## src/rtl/risc16_pkg.sv

```systemverilog
// Shared encodings for the RiSC-16 multi-cycle control path: opcodes, FSM states,
// PC / register-file write-data / ALU selects.
package risc16_pkg;

   localparam logic [2:0] OP_ADD  = 3'b000;
   localparam logic [2:0] OP_ADDI = 3'b001;
   localparam logic [2:0] OP_NAND = 3'b010;
   localparam logic [2:0] OP_LUI  = 3'b011;
   localparam logic [2:0] OP_SW   = 3'b100;
   localparam logic [2:0] OP_LW   = 3'b101;
   localparam logic [2:0] OP_BEQ  = 3'b110;
   localparam logic [2:0] OP_JALR = 3'b111;

   typedef enum logic [2:0] {
      StFetch,
      StDecode,
      StExec,
      StMem,
      StWb,
      StHalt,
      StError
   } state_e;

   localparam logic [1:0] PC_PLUS1     = 2'b00;
   localparam logic [1:0] PC_PLUS1_IMM = 2'b01;
   localparam logic [1:0] PC_ALU       = 2'b10;

   localparam logic [1:0] RF_ALU = 2'b00;
   localparam logic [1:0] RF_MEM = 2'b01;
   localparam logic [1:0] RF_PC1 = 2'b10;

   localparam logic [1:0] ALU_ADD   = 2'b00;
   localparam logic [1:0] ALU_NAND  = 2'b01;
   localparam logic [1:0] ALU_PASSB = 2'b10;
   localparam logic [1:0] ALU_SUB   = 2'b11;

   function automatic logic [2:0] opcode(input logic [15:0] ir);
      return ir[15:13];
   endfunction

   // A JALR with a non-zero immediate field is the HALT encoding.
   function automatic logic is_halt(input logic [15:0] ir);
      return (ir[15:13] == OP_JALR) && (ir[6:0] != 7'd0);
   endfunction

endpackage

```

## src/rtl/risc16_ctrl_if.sv

```systemverilog
// Instruction / data memory handshake bundle between the RiSC-16 controller
// (master) and the memory system (slave).
interface risc16_ctrl_if;
   logic        imem_req;
   logic        imem_ack;
   logic [15:0] imem_rdata;
   logic        dmem_req;
   logic        dmem_we;
   logic        dmem_ack;

   modport master (
      output imem_req, dmem_req, dmem_we,
      input  imem_ack, imem_rdata, dmem_ack
   );

   modport slave (
      input  imem_req, dmem_req, dmem_we,
      output imem_ack, imem_rdata, dmem_ack
   );
endinterface

```

## src/rtl/risc16_ack_timer.sv

```systemverilog
// Saturating wait counter for memory handshakes; flags expiry on the waiting cycle that
// brings the count to ACK_TIMEOUT. ACK_TIMEOUT = 0 disables expiry.
module risc16_ack_timer #(
   parameter int unsigned ACK_TIMEOUT = 255
) (
   input  logic clk,
   input  logic reset,
   input  logic clear,
   input  logic waiting,
   output logic expired
);

   localparam bit          Enabled  = (ACK_TIMEOUT != 0);
   localparam int unsigned CntW     = Enabled ? $clog2(ACK_TIMEOUT + 1) : 1;
   localparam int unsigned LastWait = Enabled ? ACK_TIMEOUT - 1 : 0;
   localparam logic [CntW-1:0] CntMax  = CntW'(ACK_TIMEOUT);
   localparam logic [CntW-1:0] CntLast = CntW'(LastWait);

   logic [CntW-1:0] r_cnt;

   always_ff @(posedge clk or posedge reset) begin
      if (reset) begin
         r_cnt <= '0;
      end else if (clear) begin
         r_cnt <= '0;
      end else if (waiting && (r_cnt != CntMax)) begin
         r_cnt <= r_cnt + CntW'(1);
      end
   end

   assign expired = Enabled && waiting && (r_cnt >= CntLast);

endmodule

```

## src/rtl/risc16_ctrl.sv

```systemverilog
// Multi-cycle RiSC-16 control FSM: FETCH/DECODE/EXEC/MEM/WB with memory handshakes and
// ack timeout. Define RISC16_HALT_EN to treat JALR with a non-zero immediate as HALT.
module risc16_ctrl
   import risc16_pkg::*;
#(
   parameter int unsigned ACK_TIMEOUT = 255
) (
   input  logic                clk,
   input  logic                reset,
   risc16_ctrl_if.master       mem,
   output logic [15:0]         ir_out,
   input  logic                alu_zero,
   output logic                pc_en,
   output logic [1:0]          pc_sel,
   output logic                rf_we,
   output logic [1:0]          rf_wsel,
   output logic [1:0]          alu_op,
   output logic                alu_srcb,
   output logic                halted,
   output logic                err
);

   state_e      r_state;
   logic [15:0] r_ir;
   logic        r_imem_req;
   logic        r_dmem_req;

   logic [2:0]  w_op;
   logic        w_iack;
   logic        w_dack;
   logic        w_waiting;
   logic        w_clear;
   logic        w_expired;
   logic        w_is_halt;

   assign w_op   = opcode(r_ir);
   // Acks only count while our own request is outstanding.
   assign w_iack = r_imem_req & mem.imem_ack;
   assign w_dack = r_dmem_req & mem.dmem_ack;

   assign w_waiting = ((r_state == StFetch) & r_imem_req & ~mem.imem_ack) |
                      ((r_state == StMem)   & r_dmem_req & ~mem.dmem_ack);
   assign w_clear   = ~w_waiting;

`ifdef RISC16_HALT_EN
   assign w_is_halt = is_halt(r_ir);
   assign halted    = (r_state == StHalt);
`else
   assign w_is_halt = 1'b0;
   assign halted    = 1'b0;
`endif

   risc16_ack_timer #(
      .ACK_TIMEOUT (ACK_TIMEOUT)
   ) u_ack_timer (
      .clk     (clk),
      .reset   (reset),
      .clear   (w_clear),
      .waiting (w_waiting),
      .expired (w_expired)
   );

   always_ff @(posedge clk or posedge reset) begin
      if (reset) begin
         r_state    <= StFetch;
         r_ir       <= '0;
         r_imem_req <= 1'b0;
         r_dmem_req <= 1'b0;
      end else begin
         unique case (r_state)
            StFetch: begin
               if (w_expired) begin
                  r_state    <= StError;
                  r_imem_req <= 1'b0;
               end else if (w_iack) begin
                  r_ir       <= mem.imem_rdata;
                  r_imem_req <= 1'b0;
                  r_state    <= StDecode;
               end else begin
                  r_imem_req <= 1'b1;
               end
            end
            StDecode: r_state <= StExec;
            StExec: begin
               case (w_op)
                  OP_SW, OP_LW: begin
                     r_state    <= StMem;
                     r_dmem_req <= 1'b1;
                  end
                  OP_BEQ: begin
                     r_state    <= StFetch;
                     r_imem_req <= 1'b1;
                  end
                  OP_JALR: begin
                     if (w_is_halt) begin
                        r_state <= StHalt;
                     end else begin
                        r_state    <= StFetch;
                        r_imem_req <= 1'b1;
                     end
                  end
                  default: r_state <= StWb;
               endcase
            end
            StMem: begin
               if (w_expired) begin
                  r_state    <= StError;
                  r_dmem_req <= 1'b0;
               end else if (w_dack) begin
                  r_dmem_req <= 1'b0;
                  if (w_op == OP_LW) begin
                     r_state <= StWb;
                  end else begin
                     r_state    <= StFetch;
                     r_imem_req <= 1'b1;
                  end
               end
            end
            StWb: begin
               r_state    <= StFetch;
               r_imem_req <= 1'b1;
            end
            default: ;
         endcase
      end
   end

   always_comb begin
      pc_en    = 1'b0;
      pc_sel   = PC_PLUS1;
      rf_we    = 1'b0;
      rf_wsel  = RF_ALU;
      alu_op   = ALU_ADD;
      alu_srcb = 1'b0;
      case (r_state)
         StExec: begin
            case (w_op)
               OP_ADD: ;
               OP_ADDI: alu_srcb = 1'b1;
               OP_NAND: alu_op = ALU_NAND;
               OP_LUI: begin
                  alu_op   = ALU_PASSB;
                  alu_srcb = 1'b1;
               end
               OP_SW, OP_LW: alu_srcb = 1'b1;
               OP_BEQ: begin
                  alu_op = ALU_SUB;
                  pc_en  = 1'b1;
                  pc_sel = alu_zero ? PC_PLUS1_IMM : PC_PLUS1;
               end
               OP_JALR: begin
                  if (!w_is_halt) begin
                     alu_srcb = 1'b1;
                     rf_we    = 1'b1;
                     rf_wsel  = RF_PC1;
                     pc_en    = 1'b1;
                     pc_sel   = PC_ALU;
                  end
               end
            endcase
         end
         // Stores retire on the ack cycle itself; loads retire in WB.
         StMem: pc_en = w_dack & (w_op == OP_SW);
         StWb: begin
            rf_we   = 1'b1;
            rf_wsel = (w_op == OP_LW) ? RF_MEM : RF_ALU;
            pc_en   = 1'b1;
         end
         default: ;
      endcase
   end

   assign ir_out       = r_ir;
   assign mem.imem_req = r_imem_req;
   assign mem.dmem_req = r_dmem_req;
   assign mem.dmem_we  = r_dmem_req & (w_op == OP_SW);
   assign err          = (r_state == StError);

endmodule

```

## src/flat_wrapper.sv

```systemverilog
// flat-port wrapper written by rule: the top's interface ports become plain ports
module risc16_ctrl_flat import risc16_pkg::*;
#(
   parameter int unsigned ACK_TIMEOUT = 255
)
  (clk, reset, ir_out, alu_zero, pc_en, pc_sel, rf_we, rf_wsel, alu_op, alu_srcb, halted, err, mem_imem_req, mem_dmem_req, mem_dmem_we, mem_imem_ack, mem_imem_rdata, mem_dmem_ack);
  risc16_ctrl_if mem_i ();
  input  logic clk;
  input  logic reset;
  output logic [15:0] ir_out;
  input  logic alu_zero;
  output logic pc_en;
  output logic [1:0] pc_sel;
  output logic rf_we;
  output logic [1:0] rf_wsel;
  output logic [1:0] alu_op;
  output logic alu_srcb;
  output logic halted;
  output logic err;
  output wire logic [$bits(mem_i.imem_req)-1:0] mem_imem_req;
  output wire logic [$bits(mem_i.dmem_req)-1:0] mem_dmem_req;
  output wire logic [$bits(mem_i.dmem_we)-1:0] mem_dmem_we;
  input wire logic [$bits(mem_i.imem_ack)-1:0] mem_imem_ack;
  input wire logic [$bits(mem_i.imem_rdata)-1:0] mem_imem_rdata;
  input wire logic [$bits(mem_i.dmem_ack)-1:0] mem_dmem_ack;
  assign mem_imem_req = mem_i.imem_req;
  assign mem_dmem_req = mem_i.dmem_req;
  assign mem_dmem_we = mem_i.dmem_we;
  assign mem_i.imem_ack = mem_imem_ack;
  assign mem_i.imem_rdata = mem_imem_rdata;
  assign mem_i.dmem_ack = mem_dmem_ack;
  risc16_ctrl #(.ACK_TIMEOUT(ACK_TIMEOUT)) u_core (.clk(clk), .reset(reset), .mem(mem_i), .ir_out(ir_out), .alu_zero(alu_zero), .pc_en(pc_en), .pc_sel(pc_sel), .rf_we(rf_we), .rf_wsel(rf_wsel), .alu_op(alu_op), .alu_srcb(alu_srcb), .halted(halted), .err(err));
endmodule
```

## config.mk

```make
export PLATFORM = sky130hd
export DESIGN_NAME = risc16_ctrl_flat
export DESIGN_NICKNAME = d
export VERILOG_FILES = /design/src/rtl/risc16_pkg.sv /design/src/rtl/risc16_ctrl_if.sv /design/src/rtl/risc16_ack_timer.sv /design/src/rtl/risc16_ctrl.sv /design/src/flat_wrapper.sv
export SDC_FILE = /design/constraint.sdc
export NUM_CORES = 1
export LEC_CHECK = 0
export BUFFER_PORTS_ARGS = -buffer_cell sky130_fd_sc_hd__buf_2
export CORE_ASPECT_RATIO = 0.7
export CORE_MARGIN = 1.5
export CORE_UTILIZATION = 54
export DETAILED_ROUTE_END_ITERATION = 6
export HOLD_SLACK_MARGIN = 0.1
export PLACE_DENSITY = 0.84
export SLEW_MARGIN = 20
export SYNTH_ARGS = -nofsm -noshare
export SYNTH_HDL_FRONTEND = slang
export SYNTH_SLANG_ARGS = --single-unit
export TNS_END_PERCENT = 10
```

## constraint.sdc

```tcl
create_clock -name clk -period 2.5 [get_ports clk]
set_clock_uncertainty 0.1 [all_clocks]
set_input_delay 0 -clock clk [delete_from_list [all_inputs] [get_ports clk]]
set_output_delay 0 -clock clk [all_outputs]
set_load 0.03 [all_outputs]
```

* Yosys cells after proc, flatten, opt, wreduce, memory -nomap -nowiden
Cells that the tools add are included.
** Word-level totals
- Register bits :: 29
- Input port bits :: 21
** Cells by class
- Add/sub/neg operators :: 1
- Order comparisons :: 1
- Equality and inequality tests :: 21
- Muxes and demuxes :: 34
- Bitwise gates (word level) :: 12
- Reductions and logical operators :: 13
** Operators with widths (count)
- $eq A3 B3 Y1 const B :: 6
- $mux W8 :: 2
- $mux W1 :: 15
- $mux W3 :: 5
- $pmux W3 S5 :: 1
- $eq A3 B2 Y1 const B :: 4
- $reduce_and A3 Y1 :: 3
- $add A8 B1 Y8 const B :: 1
- $and A1 B1 Y1 :: 8
- $ge A8 B8 Y1 const B :: 1
- $ne A2 B2 Y1 const B :: 4
- $ne A8 B8 Y1 const B :: 1
- $pmux W2 S2 :: 2
- $eq A3 B1 Y1 const B :: 2
- $mux W2 :: 3
- $ne A3 B2 Y1 const B :: 2
- $pmux W2 S3 :: 1
- $pmux W3 S2 :: 1
- $reduce_and A5 Y1 :: 1
- $reduce_bool A5 Y1 :: 1
- $reduce_or A5 Y1 :: 1
- $ne A2 B1 Y1 const B :: 2
- $pmux W1 S2 :: 2
- $pmux W1 S4 :: 1
- other kinds (8) :: 12

* Logic depth before layout (Yosys ltp)
Gate-level depths: netlist of the first run.
- Word-level depth :: 7
- Mapped depth :: 6

* Hierarchy
A second synthesis of the first run with hierarchy kept.
** Unflattened totals
- Cells, all modules :: 165
- Area total of the unflattened synthesis :: 1651.6 um^2
** Modules (own cells, without submodules)
- risc16_ctrl :: times used 1, cells each 115, area an instance 1182.4 um^2, sequential area each 525.5 um^2
- risc16_ack_timer :: times used 1, cells each 50, area an instance 469.2 um^2, sequential area each 200.2 um^2

* Least setup slack after synthesis of the first run
OpenSTA, ideal clock, no wires.
- Path type :: reg-to-output
- Start :: reg u_core.r_ir[13], in the netlist u_core.ir_out[13]
- End :: out pc_en
- Arrival time :: 2.278 ns
- Path slack :: 0.122 ns
- Cell stages (with the launch flop) :: 4
- Cells stage by stage :: dfrtp_1 -> clkbuf_1 -> nor4_1 -> a41o_1
** On the way
- Cells in the longest elaborated chain, start to end :: 4
- Elaborated cells between the ends (all ways) :: 7
** Ends and longest elaborated chain
- start, declared :: line risc16_ctrl.sv:24 : logic [15:0] r_ir;
- start signal, assigned :: line risc16_ctrl.sv:76 : r_ir <= mem.imem_rdata;
- $eq A3 B3 Y1 :: line risc16_ctrl.sv:137 : case (w_op)
- $reduce_or A2 Y1 (no source line)
- $mux W1
- $pmux W1 S3 * :: line risc16_ctrl.sv:135 : case (r_state)
- end, declared :: line flat_wrapper.sv:12 : output logic pc_en;
Mark *: on every way between the ends. The rest lies on a longest branch, timed or not.

* Worst setup path after layout of the first run
- Start :: reg u_core.r_state[0]
- End :: reg u_core.r_state[0]
** On the way
- Cells in the longest elaborated chain, start to end :: 7
- Elaborated cells between the ends (all ways) :: 18
** Ends and longest elaborated chain
- start, declared :: line risc16_ctrl.sv:23 : state_e r_state;
- start signal, assigned :: line risc16_ctrl.sv:65 : r_state <= StFetch;
- start signal, assigned :: line risc16_ctrl.sv:73 : r_state <= StError;
- start signal, assigned :: line risc16_ctrl.sv:78 : r_state <= StDecode;
- $eq A3 B2 Y1 / $logic_not A3 Y1 (equally long branches) :: line risc16_ctrl.sv:42, risc16_ctrl.sv:70, risc16_ctrl.sv:41
- $and A1 B1 Y1 (on tied branches) (2 in a row) :: line risc16_ctrl.sv:42, risc16_ctrl.sv:41
- $or A1 B1 Y1 :: line risc16_ctrl.sv:41 : assign w_waiting = ((r_state == StFetch) & r_imem_req & ~mem.imem_ack) |
- $logic_and A1 B1 Y1 :: line risc16_ack_timer.sv:31 : assign expired = Enabled && waiting && (r_cnt >= CntLast);
- $mux W3, or another cell as far along :: line risc16_ctrl.sv:106 : if (w_expired) begin
- $pmux W3 S5 / $reduce_and A3 Y1 (equally long branches)
Several ways; a longest one is shown, not always the timed one.
A chain may end at the register's enable or synchronous reset.

==> results of run 1 <==
sequential cells by signal (all words and copies together) (netlist names):
name / cells
u_core.mem.imem_req: 1
u_core.r_state: 3
u_core.mem.dmem_req: 1
u_core.u_ack_timer.r_cnt: 8
u_core.ir_out: 16
layout by cell type (no fill, tap or decap), drive strengths merged, types with 3 or more instances in the layout:
cell type / netlist / routed
clkbuf: 2 / 5
xnor2: 3 / 3
dfrtp: 29 / 29
a21oi: 10 / 10
dlygate4sd3: 0 / 18
nor3: 5 / 5
nand2: 11 / 11
nor2b: 5 / 5
o21ai: 3 / 3
inv: 5 / 5
nand3: 5 / 5
mux2: 17 / 17
nand2b: 4 / 4
and3: 3 / 3
nor2: 12 / 12
buf: 5 / 49
a31oi: 3 / 3
metal layers:
layer / wire, um / vias to the layer above
met3: 356 / 8
li1: - / 689
met1: 1777 / 703
met2: 1929 / 73
met5: 0 / -
met4: 65 / 0
critical path, cell delays in order (launching register included):
cell       delay (ps)
dfrtp_1           600
nor4b_4           440
a2bb2oi_2         200
nand2b_4          200
a41o_1            240
power by group:
group | total [W] | internal [W] | switching (W)
clock | 0.000572 | 0.000395 | 0.000177
sequential | 0.000469 | 0.000469 | 0
combinational | 0.0000569 | 0.0000321 | 0.0000247
metrics by stage:
step	cell area (um2)	worst slack, ps	std cells	power (W)
final	2196	611.9	258	0.001099
after global routing	2196	494.3	258	0.001139
after CTS	2196	626.0	258	0.001108
after detailed placement	1882	632.5	232	0.0005112
after global placement	1882	704.5	232	0.0005103
after floorplan	1633	122.0	154	0.0004928
cell families after synthesis:
| family | Yosys count |
|---|---|
| AND/OR/NAND/NOR | 60 |
| buffers and inverters | 12 |
| multiplexers | 17 |
| adder cells (fa/ha/maj) | 2 |
| AO/OA/AOI/OAI | 30 |
| other | 1 |
| flip-flops | 29 |
| XOR/XNOR | 3 |
cell type report:
type | instances | share of cell area [%]
Multi-Input combinational cell | 113 | 38.58
Sequential cell | 29 | 33.05
Timing Repair Buffer | 67 | 19.37
Clock buffer | 5 | 3.134
Clock inverter | 3 | 2.963
Tap cell | 36 | 2.051
Inverter | 5 | 0.8547
worst min path at each step:
stage | start | end | slack (ps) | cells after the start
after global routing | mem_imem_ack | u_core.mem.imem_req | 140 | 3
final | mem_imem_ack | u_core.u_ack_timer.r_cnt[4] | 130 | 4
after detailed placement | mem_imem_rdata[11] | u_core.ir_out[11] | 130 | 2
after floorplan | reset | u_core.ir_out[0] | -20 | 1
after global placement | mem_imem_rdata[4] | u_core.ir_out[4] | 130 | 2
after CTS | mem_imem_ack | u_core.u_ack_timer.r_cnt[4] | 120 | 4
==> summary.txt, run 1 <==
Status
  – Outcome: finished clean

Timing
  – Final worst path period share: 75.53%
  – Max-slew violation count: 0
  – Setup TNS: 0 ps
  – Worst Tran Pin Value: 602.0 ps
  – Minimum clock period: 1888 ps
  – Final setup viols: 0
  – F_max: 0.5296 GHz
  – Final Hold Viols: 0
  – Setup repair after global routing missed its margin: no
  – Slew HR: 59.87%
  – Worst Hold Slack: 131.1 ps

Global route
  – Initial antenna violation count: 0
  – Number of global-route vias before repair: 1,316
  – Met2 GRT Util: 39.58%
  – First-pass GRT wire length: 6.451 mm
  – Met1 usage: 35.81%
  – Layer with the highest usage: met2
  – GR Layer Usage met3: 8.776%
  – Gr ovfl total: 0
  – Pin count of the biggest net entering global routing: 30
  – GRT Overall Usage: 26.39%

Routing
  – Pre-antenna DRT Iters: 4
  – Via count: 1,473
  – DR DRC count: 0
  – Post-route ant nets: 0
  – Drt wl/cell: 16.00 um
  – Routed WL: 4.129 mm
  – Vias/cell: 5.709
  – Drt initial violations: 84

Synthesis
  – Post-synth EDFFs: 0
  – Sequential area share after synthesis: 44.44%
  – Mapped cell area: 1633 um2
  – Simple-gate portion of the synthesized area: 22.22%
  – Synth Area in Compound Gates: 12.49%
  – Post-synthesis adder-cell area fraction: 1.533%
  – Syn Nets: 177
  – Register bit count reported by yosys: 29
  – Ys flop type: dfrtp_1
  – Mux contribution to synthesized area: 13.79%
  – Yosys cell types: 45
  – Area share of the largest cell type after synthesis: 44.44%
  – Largest cells by area after synthesis: dfrtp_1 44%, mux2_4 8.3%, mux2_2 5.5%
  – FFs w/ async S/R, synth: 100.0%
  – Post-Synth XOR/XNOR Area: 1.609%
  – YS warnings: 0
  – Syn_area_per_cell: 10.60 um2
  – Cell taking the most area after synthesis: dfrtp_1
  – Commonest cells in the netlist: 29 x dfrtp_1, 12 x nor2_1, 10 x a21oi_1, 10 x nand2_1, 9 x mux2_4
  – Largest family of logic cells by synthesized area: simple AND/OR/NAND/NOR gates
  – Top-count cell post-synth: dfrtp_1
  – Gate Count Post-Synth: 154

Placement
  – Hpwl dp: 2.537 mm
  – RePlAce Congestion: 0.9013
  – PortBufs: 49

Power
  – Pwr/cell area: 500.4 nW/um2
  – Static Leakage: 1.148 nW
  – Worst vdd ir: 565.0 uV

Final layout
  – Area delta synth->final: 34.48%
  – Net count, final: 244
  – Area of the multi-input gates: 847.1 um2
  – Share of cells above drive strength 1: 36.49%
  – Layout fillers: 170
  – Core Util, Final: 77.24%
  – Diodes inserted: 0
  – Register area: 725.7 um2

Floorplanning
  – Core area: 2843 um2
  – Num ports: 51
  – Die height: 49.01 um
  – Die Span X: 68.73 um
  – Starting density of the core: 57.44%
  – Die Area: 3368 um2
  – Std-Cell Rows: 16

Setup path
  – Worst setup EP type: register
  – R2r endpoint: u_core.r_state[0]
  – WP data required: 2570 ps
  – FF-to-FF Start: u_core.r_state[0]
  – Critical path class: register to register
  – Type of origin of the critical path: register
  – Critical path fanouts, max: 20
  – Worst reg2reg setup slack: 610 ps
  – Worst Setup SP: u_core.r_state[0]
  – Critical path capture point: u_core.r_state[0]
  – Critical path arrival: 1950 ps
  – R2R cell count: 4

Clock network
  – Clock Tree Buf Depth: 2
  – Root Buffer: clkbuf_8
  – Post-CTS sizing: 0
  – Worst-skew pair later-pin latency: 280 ps
  – # H-tree levels: 2
  – Clock slew at reported path FFs: 60 ps
  – CTS tree: done
  – TritonCTS buffer count: 5
  – CTS Hold Bufs: 18
  – Number of post-CTS setup repair buffers: 0
  – Clock sink total: 29

Hold path
  – Worst hold path type: input port to register

Flow run
  – Number of max-cap violations: 0
No activity file was read; power rests on OpenSTA's default activity.
==> run 2, diff against run 1 <==
- CORE_UTILIZATION: 54 -> 46
- PLACE_DENSITY: 0.84 -> 0.76
- clock period: 2.5 -> 1.7 ns (I/O delays scaled with it)
==> run 2 against run 1 <==
  * The flow now finishes with violations (negative setup slack)
  * Hold slack improved by 1.9 ps
  * Critical path depth unchanged
  * Clock-buffer cell count unchanged
  * Global-route usage decreased by 2.9 points
  * Highest routed layer unchanged
  * Sequential power increased by 47%
  * Design area increased by 7.1%
  * Die area increased by 16%
==> summary.txt, run 2 (synthesized netlist as in run 1, its figures left out) <==
Floorplanning
  – Std-Cell Rows: 17 (was 16)
  – Die height: 52.85 um (was 49.01 um)
  – Die Area: 3922 um2 (was 3368 um2)
  – Num ports: 51 (unchanged)
  – Starting density of the core: 49.85% (was 57.44%)
  – Core area: 3276 um2 (was 2843 um2)
  – Die Span X: 74.21 um (was 68.73 um)

Timing
  – Final setup viols: 1 (was 0)
  – PnR worst setup slack: -22.42 ps (was 611.9 ps)
  – Final worst path period share: 101.3%
  – Max-slew violation count: 0 (unchanged)
  – Final Hold Viols: 0 (unchanged)
  – Setup repair after global routing missed its margin: yes (was no)
  – Minimum clock period: 1722 ps
  – Setup TNS: -22.42 ps (was 0 ps)
  – F_max: 0.5806 GHz

Power
  – Static Leakage: 1.203 nW (was 1.148 nW)
  – Pwr/cell area: 695.2 nW/um2 (was 500.4 nW/um2)
  – Worst vdd ir: 416.0 uV (was 565.0 uV)

Setup path
  – Type of origin of the critical path: register (unchanged)
  – Worst setup EP type: output pin (was register)
  – FF-to-FF Start: u_core.u_ack_timer.r_cnt[1] (was u_core.r_state[0])
  – CP max-delay cell: dfrtp_2 (was dfrtp_1)
  – R2R cell count: 6 (was 4)
  – Worst reg2reg setup slack: 60 ps (was 610 ps)
  – WP data required: 1600 ps (was 2570 ps)
  – Critical path fanouts, max: 10 (was 20)
  – Crit-path max cell delay: 470 ps (was 600 ps)
  – Critical path class: register to output pin (was register to register)
  – Most frequent cell on the critical path: buf_4
  – Critical path, cell by cell: buf_4, nand2b_2, nor3_2, buf_4 (was nor4b_4, a2bb2oi_2, nand2b_4, a41o_1)
  – R2r endpoint: u_core.r_state[0] (unchanged)
  – Critical path arrival: 1620 ps (was 1950 ps)

Routing
  – Vias/cell: 5.362 (was 5.709)
  – DR DRC count: 0 (unchanged)
  – Routed WL: 4.312 mm (was 4.129 mm)
  – Via count: 1,512 (was 1,473)
  – Drt wl/cell: 15.29 um (was 16.00 um)
  – Pre-antenna DRT Iters: 4 (unchanged)
  – Post-route ant nets: 0 (unchanged)
  – Drt initial violations: 74 (was 84)

Clock network
  – Worst-skew pair later-pin latency: 290 ps (was 280 ps)
  – TritonCTS buffer count: 5 (unchanged)
  – Clock Tree Buf Depth: 2 (unchanged)
  – Root Buffer: clkbuf_8 (unchanged)
  – # H-tree levels: 2 (unchanged)
  – Clock sink total: 29 (unchanged)
  – CTS tree: done (unchanged)
  – Clock slew at reported path FFs: 70 ps (was 60 ps)

Global route
  – Gr ovfl total: 0 (unchanged)
  – Number of global-route vias before repair: 1,407 (was 1,316)
  – First-pass GRT wire length: 6.617 mm (was 6.451 mm)
  – Initial antenna violation count: 0 (unchanged)
  – GRT Overall Usage: 23.53% (was 26.39%)
  – Pin count of the biggest net entering global routing: 30 (unchanged)

Final layout
  – Core Util, Final: 71.81% (was 77.24%)
  – Share of cells above drive strength 1: 44.44% (was 36.49%)
  – Area delta synth->final: 44.06% (was 34.48%)
  – Max FFs per register: 16 (unchanged)
  – Most frequent cells in the layout: 47 x buf_2, 24 x dfrtp_1, 18 x dlygate4sd3_1 (was 49 x buf_2, 29 x dfrtp_1, 18 x dlygate4sd3_1)
  – Final instance area: 2352 um2 (was 2196 um2)
  – Leading cell type in the layout, fill and taps excluded: buf_2 (unchanged)
  – Net count, final: 256 (was 244)
  – Layout fillers: 248 (was 170)
  – Fin cells: 282 (was 258)

Hold path
  – Hold Path Depth: 3 (was 4)
  – Hold EP: u_core.mem.imem_req (was u_core.u_ack_timer.r_cnt[4])
  – Worst hold path type: input port to register (unchanged)
  – Hold_sp: mem_imem_ack (unchanged)

Placement
  – Dpl cells: 254 (was 232)
  – Area post-placement: 1991 um2 (was 1882 um2)
  – Hpwl dp: 2.690 mm (was 2.537 mm)
  – PortBufs: 49 (unchanged)
  – RePlAce Congestion: 0.8065 (was 0.9013)
  – Place WS: 58.34 ps (was 632.5 ps)

Status
  – Outcome: finished with violations (was finished clean)
  – Failing checks: negative setup slack

Flow run
  – Number of max-cap violations: 0 (unchanged)
## run 2: cell types whose count changed in the layout (fill, tap and decap cells not counted), moves of 2 or more
| cell | delta |
|---|---|
| buf_4 | +13 |
| buf_2 | -2 |
| dfrtp_2 | +5 |
| dfrtp_1 | -5 |
## run 2: timing repair
item,in CTS,in global routing
pin swaps,0,2
setup endpoints to repair,3,28
resized for setup,5,10
cloned,0,0
setup buffers,0,1
endpoints found under the hold margin,47,0
hold buffers,18,0
## run 2: how the worst max path moves through the flow
stage	start	to	slack, ps	cells past startpoint
after floorplan	u_core.ir_out[13]	pc_en	-290	3
after global placement	u_core.r_state[2]	u_core.ir_out[11]	110	3
after detailed placement	u_core.r_state[2]	u_core.ir_out[4]	60	3
after CTS	u_core.r_state[1]	rf_wsel[0]	7	4
after global routing	u_core.r_state[1]	pc_en	-40	5
final	u_core.r_state[1]	rf_wsel[0]	-20	4
## run 2: power by group
group          switching [W]  internal (W)  total [W]
Combinational      0.0000359     0.0000486  0.0000845
Clock               0.000279      0.000582   0.000861
Sequential                 0      0.000690   0.000690
Total               0.000315       0.00132    0.00164
## run 2: layout make-up
cell class | count | area, um2 | share of cell area [%]
Timing Repair Buffer | 79 | 524.3 | 22.29
Inverter | 5 | 18.77 | 0.7979
Multi-Input combinational cell | 113 | 882.1 | 37.50
Clock buffer | 5 | 68.82 | 2.926
Tap cell | 47 | 58.81 | 2.500
Antenna cell | 1 | 2.502 | 0.1064
Clock inverter | 3 | 65.06 | 2.766
Sequential cell | 29 | 732.0 | 31.12
## run 2: per-layer routing
layer	GRT usage, %	up-vias	share of wire (%)
met5	0	-	0
met4	10.30	0	1.3
met3	5.385	5	5.3
met2	37.35	43	49
met1	30.73	747	44
li1	-	717	-
## run 2: metrics by stage
step | hold slack (ps) | total power, W
3_5_place_dp | -10.70 | 0.0007543
4_1_cts | 126.9 | 0.001632
3_3_place_gp | -21.49 | 0.0007528
5_1_grt | 177.7 | 0.001674
2_1_floorplan | -21.89 | 0.0007246
6_report | 133.0 | 0.001635
## run 2: worst max-delay path, delay by kind of cell, from the launching register on
kind	cells	cell delay, ps
buf+inv	2	390
flops	1	470
simple gates	2	460
